==> src/rtl/alu_exec_unit.sv <==
// alu_exec_unit -- execute-stage ALU with valid/ready handshakes on both sides.
//
// Single-cycle logical/arithmetic ops. Shifts with a non-zero amount use an
// iterative shifter that moves SHIFT_STEP bits per cycle, so a shift of n takes
// 1+ceil(n/SHIFT_STEP) cycles. Defining ALU_BARREL_SHIFT_EN swaps in a
// combinational barrel shifter: every op then has latency 1 and busy stays 0.
//
// Ports:
//   clk, resetn           clock, asynchronous active-low reset
//   in_valid / in_ready   operation handshake (transfer on both high)
//   alu_op                4-bit ALU control code
//   src_a, src_b          operands (shift amount is src_a[4:0], shifted value src_b)
//   ovf_en                1 = trapping add/sub, enables the overflow flag
//   flush                 synchronous kill of in-flight and held work
//   out_valid / out_ready result handshake
//   result, overflow      registered result and signed-overflow flag
//   busy                  iterative shifter in progress
module alu_exec_unit #(
  parameter int unsigned SHIFT_STEP = 4
) (
  input  logic        clk,
  input  logic        resetn,
  input  logic        in_valid,
  output logic        in_ready,
  input  logic [3:0]  alu_op,
  input  logic [31:0] src_a,
  input  logic [31:0] src_b,
  input  logic        ovf_en,
  input  logic        flush,
  output logic        out_valid,
  input  logic        out_ready,
  output logic [31:0] result,
  output logic        overflow,
  output logic        busy
);

  typedef enum logic [3:0] {
    OP_AND  = 4'b0000,
    OP_OR   = 4'b0001,
    OP_ADD  = 4'b0010,
    OP_SUB  = 4'b0110,
    OP_SLT  = 4'b0111,
    OP_SLTU = 4'b1000,
    OP_SLL  = 4'b1001,
    OP_LUI  = 4'b1010,
    OP_SRL  = 4'b1011,
    OP_SRA  = 4'b1100,
    OP_NOR  = 4'b1101,
    OP_XOR  = 4'b1110
  } alu_op_e;

  typedef enum logic [0:0] {IDLE, SHIFT} state_e;
  typedef enum logic [1:0] {SH_SLL, SH_SRL, SH_SRA} shift_kind_e;

  localparam logic [4:0] STEP = 5'(SHIFT_STEP);

  state_e      state_q, state_d;
  logic        out_valid_q, out_valid_d;
  logic [31:0] result_q, result_d;
  logic        overflow_q, overflow_d;
  logic [31:0] sh_val_q, sh_val_d;
  logic [4:0]  sh_rem_q, sh_rem_d;
  shift_kind_e sh_kind_q, sh_kind_d;

  alu_op_e     op;
  logic [4:0]  shamt;
  logic [31:0] sum, diff;
  logic [31:0] alu_res;
  logic        alu_ovf;
  logic        is_iter;
  shift_kind_e sh_kind;
  logic [4:0]  step_amt;
  logic [31:0] sh_next;
  logic        accept;

  assign op    = alu_op_e'(alu_op);
  assign shamt = src_a[4:0];
  assign sum   = src_a + src_b;
  assign diff  = src_a - src_b;

  assign in_ready  = (state_q == IDLE) && (!out_valid_q || out_ready) && !flush;
  assign accept    = in_valid && in_ready;
  assign out_valid = out_valid_q;
  assign result    = result_q;
  assign overflow  = overflow_q;
`ifdef ALU_BARREL_SHIFT_EN
  assign busy      = 1'b0;
`else
  assign busy      = (state_q == SHIFT);
`endif

  // Single-cycle datapath. In the iterative build a zero-amount shift is just
  // src_b, so only non-zero amounts are sent to the SHIFT state.
  always_comb begin
    alu_res = '0;
    alu_ovf = 1'b0;
    is_iter = 1'b0;
    sh_kind = SH_SLL;
    case (op)
      OP_AND:  alu_res = src_a & src_b;
      OP_OR:   alu_res = src_a | src_b;
      OP_ADD: begin
        alu_res = sum;
        alu_ovf = ovf_en && (src_a[31] == src_b[31]) && (sum[31] != src_a[31]);
      end
      OP_SUB: begin
        alu_res = diff;
        alu_ovf = ovf_en && (src_a[31] != src_b[31]) && (diff[31] != src_a[31]);
      end
      OP_SLT:  alu_res = {31'b0, ($signed(src_a) < $signed(src_b))};
      OP_SLTU: alu_res = {31'b0, (src_a < src_b)};
      OP_LUI:  alu_res = {src_b[15:0], 16'h0};
      OP_NOR:  alu_res = ~(src_a | src_b);
      OP_XOR:  alu_res = src_a ^ src_b;
`ifdef ALU_BARREL_SHIFT_EN
      OP_SLL:  alu_res = src_b << shamt;
      OP_SRL:  alu_res = src_b >> shamt;
      OP_SRA:  alu_res = $signed(src_b) >>> shamt;
`else
      OP_SLL: begin
        alu_res = src_b;
        is_iter = |shamt;
        sh_kind = SH_SLL;
      end
      OP_SRL: begin
        alu_res = src_b;
        is_iter = |shamt;
        sh_kind = SH_SRL;
      end
      OP_SRA: begin
        alu_res = src_b;
        is_iter = |shamt;
        sh_kind = SH_SRA;
      end
`endif
      default: alu_res = '0;
    endcase
  end

  // One iteration: shift by min(SHIFT_STEP, remaining). An arithmetic shift of
  // the partial value keeps replicating the original bit 31.
  always_comb begin
    step_amt = (sh_rem_q > STEP) ? STEP : sh_rem_q;
    case (sh_kind_q)
      SH_SLL:  sh_next = sh_val_q << step_amt;
      SH_SRL:  sh_next = sh_val_q >> step_amt;
      SH_SRA:  sh_next = $signed(sh_val_q) >>> step_amt;
      default: sh_next = sh_val_q;
    endcase
  end

  always_comb begin
    state_d     = state_q;
    out_valid_d = out_valid_q;
    result_d    = result_q;
    overflow_d  = overflow_q;
    sh_val_d    = sh_val_q;
    sh_rem_d    = sh_rem_q;
    sh_kind_d   = sh_kind_q;

    if (out_valid_q && out_ready) out_valid_d = 1'b0;

    if (flush) begin
      state_d     = IDLE;
      out_valid_d = 1'b0;
      overflow_d  = 1'b0;
      sh_rem_d    = '0;
    end else begin
      case (state_q)
        IDLE: begin
          if (accept) begin
            if (is_iter) begin
              state_d    = SHIFT;
              sh_val_d   = src_b;
              sh_rem_d   = shamt;
              sh_kind_d  = sh_kind;
              overflow_d = 1'b0;
            end else begin
              result_d    = alu_res;
              overflow_d  = alu_ovf;
              out_valid_d = 1'b1;
            end
          end
        end
        SHIFT: begin
          sh_val_d = sh_next;
          sh_rem_d = sh_rem_q - step_amt;
          if (sh_rem_q == step_amt) begin
            state_d     = IDLE;
            result_d    = sh_next;
            overflow_d  = 1'b0;
            out_valid_d = 1'b1;
          end
        end
        default: state_d = IDLE;
      endcase
    end
  end

  always_ff @(posedge clk or negedge resetn) begin
    if (!resetn) begin
      state_q     <= IDLE;
      out_valid_q <= 1'b0;
      result_q    <= '0;
      overflow_q  <= 1'b0;
      sh_val_q    <= '0;
      sh_rem_q    <= '0;
      sh_kind_q   <= SH_SLL;
    end else begin
      state_q     <= state_d;
      out_valid_q <= out_valid_d;
      result_q    <= result_d;
      overflow_q  <= overflow_d;
      sh_val_q    <= sh_val_d;
      sh_rem_q    <= sh_rem_d;
      sh_kind_q   <= sh_kind_d;
    end
  end

endmodule

==> config.mk <==
export PLATFORM = sky130hd
export DESIGN_NAME = alu_exec_unit
export DESIGN_NICKNAME = d
export VERILOG_FILES = /design/src/rtl/alu_exec_unit.sv
export SDC_FILE = /design/constraint.sdc
export NUM_CORES = 1
export LEC_CHECK = 0
export ABC_CLOCK_PERIOD_IN_PS = 3700
export CAP_MARGIN = 25
export CORE_MARGIN = 5
export CORE_UTILIZATION = 50
export DETAILED_ROUTE_END_ITERATION = 12
export HOLD_SLACK_MARGIN = 0.03
export PLACE_DENSITY = 0.81
export RECOVER_POWER = 25
export SLEW_MARGIN = 20
export SYNTH_ARGS = -nofsm -noshare
export SYNTH_HDL_FRONTEND = slang
export SYNTH_SLANG_ARGS = --single-unit
==> constraint.sdc <==
create_clock -name clk -period 3.7 [get_ports clk]
set_clock_uncertainty 0.2 [all_clocks]
set_input_delay 0.74 -clock clk [delete_from_list [all_inputs] [get_ports clk]]
set_output_delay 0.74 -clock clk [all_outputs]
set_load 0.005 [all_outputs]
[Word level (Yosys, flattened, before mapping)]
Index checks and enable logic that the tools add are counted.
Storage, ports and cells
  input port bits: 74
  register bits: 74
  output and inout bits: 36
Operators by class
  bitwise operators: 6
  mux-type cells: 33
  equal/unequal tests: 25
  reduce and logical (&&, ||, !) cells: 20
  shifts and indexed selects: 3
  magnitude comparators: 3
  add/subtract/negate cells: 3
Operators by type and width (count)
  $pmux W32 S10: 1
  $mux W32: 5
  $pmux W32 S2: 2
  $pmux W32 S3: 1
  $lt A32 B32 Y1: 2
  $add A32 B32 Y32: 1
  $and A32 B32 Y32: 1
  $not A32 Y32: 1
  $or A32 B32 Y32: 1
  $shl A32 B5 Y32: 1
  $shr A32 B5 Y32: 1
  $sshr A32 B5 Y32: 1
  $sub A32 B32 Y32: 1
  $xor A32 B32 Y32: 1
  $eq A4 B4 Y1 const B: 7
  $mux W5: 4
  $mux W1: 14
  $pmux W5 S2: 1
  $eq A4 B3 Y1 const B: 2
  $logic_and A1 B1 Y1: 8
  $pmux W1 S2: 4
  $reduce_and A4 Y1: 2
  $ne A2 B2 Y1 const B: 3
  $ne A3 B3 Y1 const B: 2
  other kinds (21): 26

[Longest topological paths before layout]
Gate-level depths: netlist (run 1).
  word-level depth: 8
  gate-level depth with buffers: 13
  depth with buffers taken out: 13

[Worst setup path before layout (run 1)]
Ideal clock, no wire load.
  path type: input to register
  start point: input src_a[0]
  end point: register result_q[30], in the netlist result[30]
  slack: 278 ps
  data arrival time: 3101 ps
  stages on the path: 13
  library setup time: 121 ps
  cell sequence: inv_1 ha_1 inv_1 fa_1 nor2b_1 o211ai_1 a211oi_2 nor2_1 or3_1 a2111oi_4 mux2i_1 a32oi_1 o22a_1
Between the ends
  word-level cells in the longest chain between the ends: 5
  elaborated cells between the ends (all ways): 10
  those cells by class: add/sub: 2; eq/ne: 1; mux: 5; reduce/logical: 2
RTL lines
  start, declared: RTL line 26  | input logic [31:0] src_a,
  $sub A32 B32 Y32 or $add A32 B32 Y32 (tied branches): RTL line 79, 78
  $pmux W32 S10: RTL line 99  | case (op)
  $mux W32: RTL line 172  | if (is_iter) begin
  $mux W32: RTL line 171  | if (accept) begin
  $pmux W32 S2: RTL line 169  | case (state_q)
  end signal, assigned: RTL line 212  | result_q <= result_d;
  end, declared: RTL line 59  | logic [31:0] result_q, result_d;
Several ways; a longest one is shown, not always the timed one. The select of a mux whose other input is x is not followed.
A chain may end at the register's enable or synchronous reset.

[Worst setup path after layout (run 1)]
  start point: input src_a[7]
  end point: register result_q[23], in the netlist result[23]
Between the ends
  word-level cells in the longest chain between the ends: 5
  elaborated cells between the ends (all ways): 6
  those cells by class: add/sub: 2; mux: 4
RTL lines (RTL line)
  $sub A32 B32 Y32 or $add A32 B32 Y32 (tied branches): 79, 78
  $pmux W32 S10 (*): 99
  $mux W32 (*): 172
  $mux W32 (*): 171
  $pmux W32 S2 (*): 169
Mark *: on every way between the ends. The rest lies on a longest branch, timed or not. The select of a mux whose other input is x is not followed.

==> results.txt, run 1 <==
The logs give 0.00536 W for the overall power after layout and 0 for the diode insertion count for antenna repair. Summed over all layers, the routed wires come to 55000 µm. The flow ran to the end, but the final reports show violations. The initial antenna violation count was 2; the minimum period implied by the final worst setup slack was 3.73 ns. Among all flip-flop cells after synthesis, the most frequent one is dfrtp_1. The number of primary I/O pins was 110; the number of detailed-route iterations in the first pass was 7. The number of design rule violations left after detail routing came out at 0. For met2 alone, demand over resource in global routing was 61.4%.

The combined flip-flop and latch cell area was 1850 µm²; the number of standard cells in the final layout excluding fillers was 2297. The share of post-route cells with drive strength above 1 works out to 25.2%. Among all stages on the critical path, the largest delay is contributed by clkdlybuf4s50_1. For met3 alone, demand over resource in global routing was 7.57%. Global routing consumed, over all layers together, 39.0% of the routing resources.

The biggest area contributor in the post-synthesis netlist is dfrtp_1. The number of buffers on the longest clock path was 2. Most numerous cell on the critical path: buf_4. STA classifies the critical path startpoint as a primary input.

The clock insertion delay at the later pin of the skew report came out at 0.34 ns. In the synthesized netlist, the cells that appear most often are 182 x nand2_1, 170 x o21ai_0, 154 x a21oi_1. The critical path goes through clkdlybuf4s50_1 > inv_1 > ha_4 > buf_4 > buf_4 > nor4_1 > nand2_1 > a211oi_2 > a21oi_2 > buf_4 > a2bb2oi_2 > a31oi_1 > xnor2_1 > a221oi_2 > buf_4 > o21bai_1.

Measured against its own limit, the worst slew margin works out to -0.934%. The path class of the tightest hold or removal check is in2async. After synthesis, the cell types taking the most area are dfrtp_1 16%, ha_1 12%, o21ai_0 7.3%.

Summed over all cells, the static leakage comes to 7.09 nW. The number of global-route vias before repair is 14540. The count of nets left with antenna violations once routing finished came out at 0. The filler cells instantiated in the layout total 1933. Synthesis produced a netlist whose cell count is 1650.

Synthesis warning total: 0. The number of placed instances, taps included, is 2275. The classification of the worst setup path was in2reg. The area overhead of the layout relative to synthesis works out to 38.5%. For the pin with the worst max-slew slack, the measured transition is 1.51 ns.

Synthesis produced a netlist with a net count of 1834. Row generation in the floorplan step produced 56 rows. The global-route wire length before repair came out at 81600 µm.

Worst hold margin: 0.280 ns. The multi-input combinational cells in the finished layout cover a total of 9420 µm². The number of setup violations in the final report was 1. The y dimension of the die was 163 µm. Maximum fanout count along the critical path: 3. Together, buffers and inverters on the worst path number 6. In this run the power density over the cells is 332 nW/µm².

For the count of final hold-check violations, the log shows 0. The region available for standard cell placement spans 23300 µm². Buffers placed on the I/O ports in this run total 109. The checks that failed: max-capacitance violations, max-slew violations, negative setup slack. The proportion of netlist area held by the largest area contributor is 15.9%. In the final routed layout, each cell accounts on average for 23.9 µm. The tools report the nature of the critical path endpoint as a flip-flop. The die outline width is 163 µm. Derived from the worst setup path, the maximum achievable clock frequency is 268 MHz. Counting every sink on the clock net gives 74. TritonCTS built the clock tree.

On the worst path, the slowest cell contributes a delay of 0.48 ns. In the synthesized netlist the async set-or-reset flop fraction comes to 100%. Of the available clock period, the critical path in the final layout requires 101%. Yosys instantiated no cell more often than nand2_1.

The floorplan step defined a die boundary enclosing 26500 µm². TritonCTS created 9 clock buffers. In the global route stage, met1 resource usage came out at 51.2%. In the final design database the tool counted 2158 nets. The cell area that synthesis handed to floorplanning was 11700 µm².

Busiest layer in global routing: met2. The average instance in the mapped netlist occupies 7.07 µm². The run gives 3 as the depth of the CTS H-tree. Peak supply drop: 245 µV.

STA puts the critical path data arrival time at 3.74 ns. For the max-cap violation count, the log shows 1. Before CTS, the worst setup slack after placement is -0.705 ns.

The register clock-pin slew on the reported worst setup and hold paths is 0.06 ns. At the end of routability-driven placement, the weighted congestion stood at 1.08. For this run the aggregate overflow at the end of global routing stands at 0. Summed over all nets, the half-perimeter wirelength after detailed placement is 41100 µm. At the worst endpoint, the required time is 3.72 ns. The cell type group with the largest total delay on the critical path was buffers and inverters.

The tools report the overall via count from detail_route as 15578. In this run, synthesis inferred 0 flip-flops with an integrated enable. Summing the sequential cell areas from Yosys gives 15.9% of the chip area. The run gives 61 as the max-slew violation count. The tools report the setup slack after layout as -0.0254 ns. The worst register-to-register path has a setup slack of 0.23 ns. For this block, the initial DRC count from the detailed router was 2561. Once layout is complete, the utilization of the core stands at 69.5%. The root buffer cell chosen for the clock tree is clkbuf_16.

In the routed layout, each cell is associated on average with a via count of 6.78. Entering global routing, the biggest net connects 75 pins. The synthesized netlist contains 82 unique library cells.

The initial utilization of the core area, before any placement, comes to 50.2%. Counting flops and latches in the post-synthesis netlist gives 74.
[cell type report]
type | count | share of cell area, %
tap | 319 | 2.47
multi-input combinational | 1333 | 58.3
timing repair buffer | 457 | 23.5
clock inverter | 5 | 0.488
clock buffer | 10 | 1.48
inverter | 99 | 2.31
sequential | 74 | 11.5
[where the power goes]
part / internal [W] / switching [W]
clock network: 0.000605 / 0.000362
registers: 0.00100 / 0.000388
logic: 0.00140 / 0.00160
[path summary, 6_finish.rpt]
path / to / cells past startpoint / start
worst max-delay path: result[23] / 16 / src_a[7]
worst min-delay path: sh_rem_q[1] / 1 / resetn
worst max register to register: result[25] / 10 / sh_rem_q[3]
worst min register to register: result[26] / 2 / result[26]
max in group asynchronous: result[18] / 2 / resetn
min in group clk: result[26] / 2 / result[26]
[cells by family after synthesis]
family          count (synthesis)  share of synthesized area, %
compound gates                641                          36.0
mux                            50                          6.56
other cells                     2                        0.0643
xor+xnor                       16                          1.20
simple gates                  514                          20.1
flops                          74                          15.9
buf+inv                       243                          8.25
fa+ha+maj                     110                          11.9
[placed cells by master, fill, tap and decap left out, types with 13 or more instances in the layout]
cell,n
buf_4,341
nand2_1,182
o21ai_0,161
a21oi_1,144
nor2_1,138
clkdlybuf4s50_1,90
inv_1,89
ha_1,86
dfrtp_1,74
nand3_1,34
a31oi_1,33
a22oi_1,33
mux2i_1,27
nor3_1,26
o211ai_1,25
a221o_1,25
a221oi_1,21
mux4_2,21
nand2b_1,15
o31ai_1,15
or3_1,14
nor4_1,14
and3_1,14
dlymetal6s2s_1,14
xnor2_1,13
a211o_1,13
[routing by layer]
layer  share of wire [%]  vias up  wire length [µm]
met3                  13      289              7100
met5               0.049        -                27
met2                  44     1321             24000
li1                    -     6749                 -
met4                 6.9        4              3790
met1                  36     7215             20000
[through the flow]
step	cell area (µm²)	TNS (ns)
3_5_place_dp	15200	-11.99
6_report	16200	-0.0254
2_1_floorplan	11700	0
4_1_cts	15700	-0.0777
5_1_grt	16200	-0.377
3_3_place_gp	15200	-10.39
[state kept, by name (all words and copies together), names as in the netlist]
signal and count:
result 32, sh_kind_q 2, sh_val_q 32, sh_rem_q 5
out_valid 1, busy 1, overflow 1
[what timing repair did]
item / 4_1_cts / 5_1_grt
hold endpoints to repair: 0 / 0
setup endpoints to repair: 22 / 24
pin swaps: 6 / 21
resized for setup: 33 / 104
hold buffers: 0 / 0
buffers inserted: 2 / 4
No activity file was read; power rests on OpenSTA's default activity.
==> run 2, diff against run 1 <==
- SETUP_SLACK_MARGIN: default -> 0.15
==> results.txt, run 2 (synthesis results as in run 1) <==
In the routed design, unresolved DRC markers number 0. The core region is 23300 µm². The minimum period implied by the final worst setup slack is 3.54 ns. For the number of primary I/O pins, the log shows 110. CTS saw 74 sinks. The logs give 1.08 for the final estimated routing congestion in global placement and 0 for the number of hold buffers added after cts.

The leftover overflow at the end of global routing is 0, and the share of post-route cells with drive strength above 1 is 27.4%. The die is 163 µm tall. In this run the deepest clock path goes through 2 buffers.

The final period utilization works out to 95.6%. The maximum fanout count along the critical path is 4. The tools report the startpoint type of the worst setup path as a primary input. Across the VDD grid, the largest voltage drop is 248 µV. Setup slack on the critical path of the routed design comes to 0.162 ns. Entering global routing, the biggest net connects 75 pins.

Summed over all nets, the half-perimeter wirelength after detailed placement is 41100 µm. Clock tree synthesis selected as its root buffer the cell clkbuf_16. The logs give 0 for the max-cap violation count and 7.24 nW for the leakage power total. Setup repair after global routing could not meet its margin everywhere. The logs give 3.72 ns for the data required time at the worst endpoint and 3 for the depth of the CTS H-tree. Wires add up to 55300 µm. The finished cells cover 16600 µm².

For the number of global-route vias before repair, the log shows 14606. The ratio of routed vias to standard cells is 6.76. The library cell used most frequently in the layout, excluding fill and tap cells, is buf_4. The initial antenna violation count was 1. TritonCTS built the clock tree.

The run gives 0 as the count of final hold-check violations. The hold-critical path depth works out to 2. The max-slew violation count is 0. Post-placement cell area: 15200 µm². Setup violations remaining at the end of the flow were counted as 0. The worst setup path is of the in2reg kind. Across every metal layer, demand over resource in global routing totals 39.2%.

Number of input and output port buffers inserted: 109. The final route contains 15575 vias. Measured against its own limit, the worst slew margin works out to 1.12%.

The run finished with clean final reports. In the final routed layout, each cell accounts on average for 24.0 µm. For the worst flop-to-flop path, the logic depth is 10.

Path class of the lowest-slack min-delay path: reg2reg. For the number of buffers created by CTS, the log shows 9. The nature of the critical path endpoint is a flip-flop.

Cells fill 71.2% of the core in the end. The number of detailed-route iterations in the first pass is 9, and the area overhead of the layout relative to synthesis is 41.9%. Leaving out fill and tap cells, the most frequent cells in the layout are 339 x buf_4, 181 x nand2_1, 157 x o21ai_0.

Power spread over the standard cell area amounts to 328 nW/µm². The first global-routing pass estimated 82100 µm of wire. The die outline width works out to 163 µm. The floorplan die area was 26500 µm²; the register clock-pin slew on the reported worst setup and hold paths was 0.07 ns. After floorplanning, the core was divided into 56 placement rows.

The worst slack after detailed placement was -0.705 ns; the clock insertion delay at the later pin of the skew report was 0.35 ns. The arrival time at the worst endpoint is 3.55 ns, and the DRC marker count from the first detailed-route iteration is 2473. The initial utilization of the core area, before any placement, comes to 50.2%.

For the pin with the worst max-slew slack, the measured transition is 1.48 ns. The post-detailed-route count of antenna-violating nets is 0, and the overall power after layout is 0.00543 W. The final net count was 2162. The highest clock rate is 283 MHz.
## run 2: changes by cell type in the layout (fill, tap and decap cells not counted), sizes merged
| cell | previous run | this run |
|---|---|---|
| buf | 347 | 351 |
| clkbuf | 13 | 14 |
| clkdlybuf4s15 | 0 | 1 |
| clkdlybuf4s50 | 90 | 75 |
| diode | 0 | 2 |
| dlygate4sd2 | 3 | 7 |
| dlymetal6s2s | 14 | 23 |
## run 2: worst max-delay path, stage by stage
cell,delay [ns]
dlygate4sd2_1,0.30
buf_4,0.22
ha_1,0.28
a21oi_1,0.23
o31ai_2,0.16
a211o_1,0.34
nor2_2,0.13
o21ai_2,0.12
a311o_1,0.41
a221o_1,0.37
a21oi_1,0.16
o21ai_0,0.09
## run 2: timing repair
| item | CTS | global route |
|---|---|---|
| setup buffers | 4 | 6 |
| endpoints found under the setup margin | 24 | 24 |
| resized for setup | 75 | 150 |
| pin swaps | 15 | 43 |
## run 2: final timing paths
kind                                   from           to  slack [ns]
worst max-delay path               src_b[7]   result[25]        0.16
worst min-delay path             result[26]   result[26]        0.32
worst min register to register   result[26]   result[26]        0.32
min in group asynchronous            resetn  sh_rem_q[1]        0.34
max in group asynchronous            resetn   result[31]        0.96
worst max register to register  sh_rem_q[3]   result[25]        0.34
## run 2: layout make-up
| class | instances | area, µm² |
|---|---|---|
| Tap cell | 319 | 399 |
| Clock inverter | 5 | 78.8 |
| Fill cell | 1849 | 6700 |
| Timing Repair Buffer | 461 | 3860 |
| Inverter | 99 | 372 |
| Antenna cell | 2 | 5.00 |
| Sequential cell | 74 | 1850 |
| Multi-Input combinational cell | 1333 | 9750 |
| Clock buffer | 10 | 239 |
## run 2: routing by layer
metal | part of all wire [%] | up-vias | GRT usage (%)
li1 | - | 6769 | -
met1 | 36 | 7205 | 51.4
met2 | 44 | 1296 | 61.8
met3 | 13 | 305 | 7.62
met4 | 6.9 | 0 | 19.7
met5 | 0 | - | 0
## run 2: per-stage QoR
step	setup TNS (ns)	hold slack, ns	std cells
floorplan	0	0.244	1650
global placement	-10.39	0.307	2275
detailed placement	-11.99	0.313	2275
CTS	0	0.321	2294
global route	0	0.342	2301
finish	0	0.323	2303
## run 2: power breakdown
| part | switching, W | total, W | internal [W] |
|---|---|---|---|
| sequential | 0.000386 | 0.00139 | 0.00100 |
| combinational | 0.00164 | 0.00308 | 0.00144 |
| clock | 0.000361 | 0.000965 | 0.000604 |
| total | 0.00239 | 0.00543 | 0.00305 |
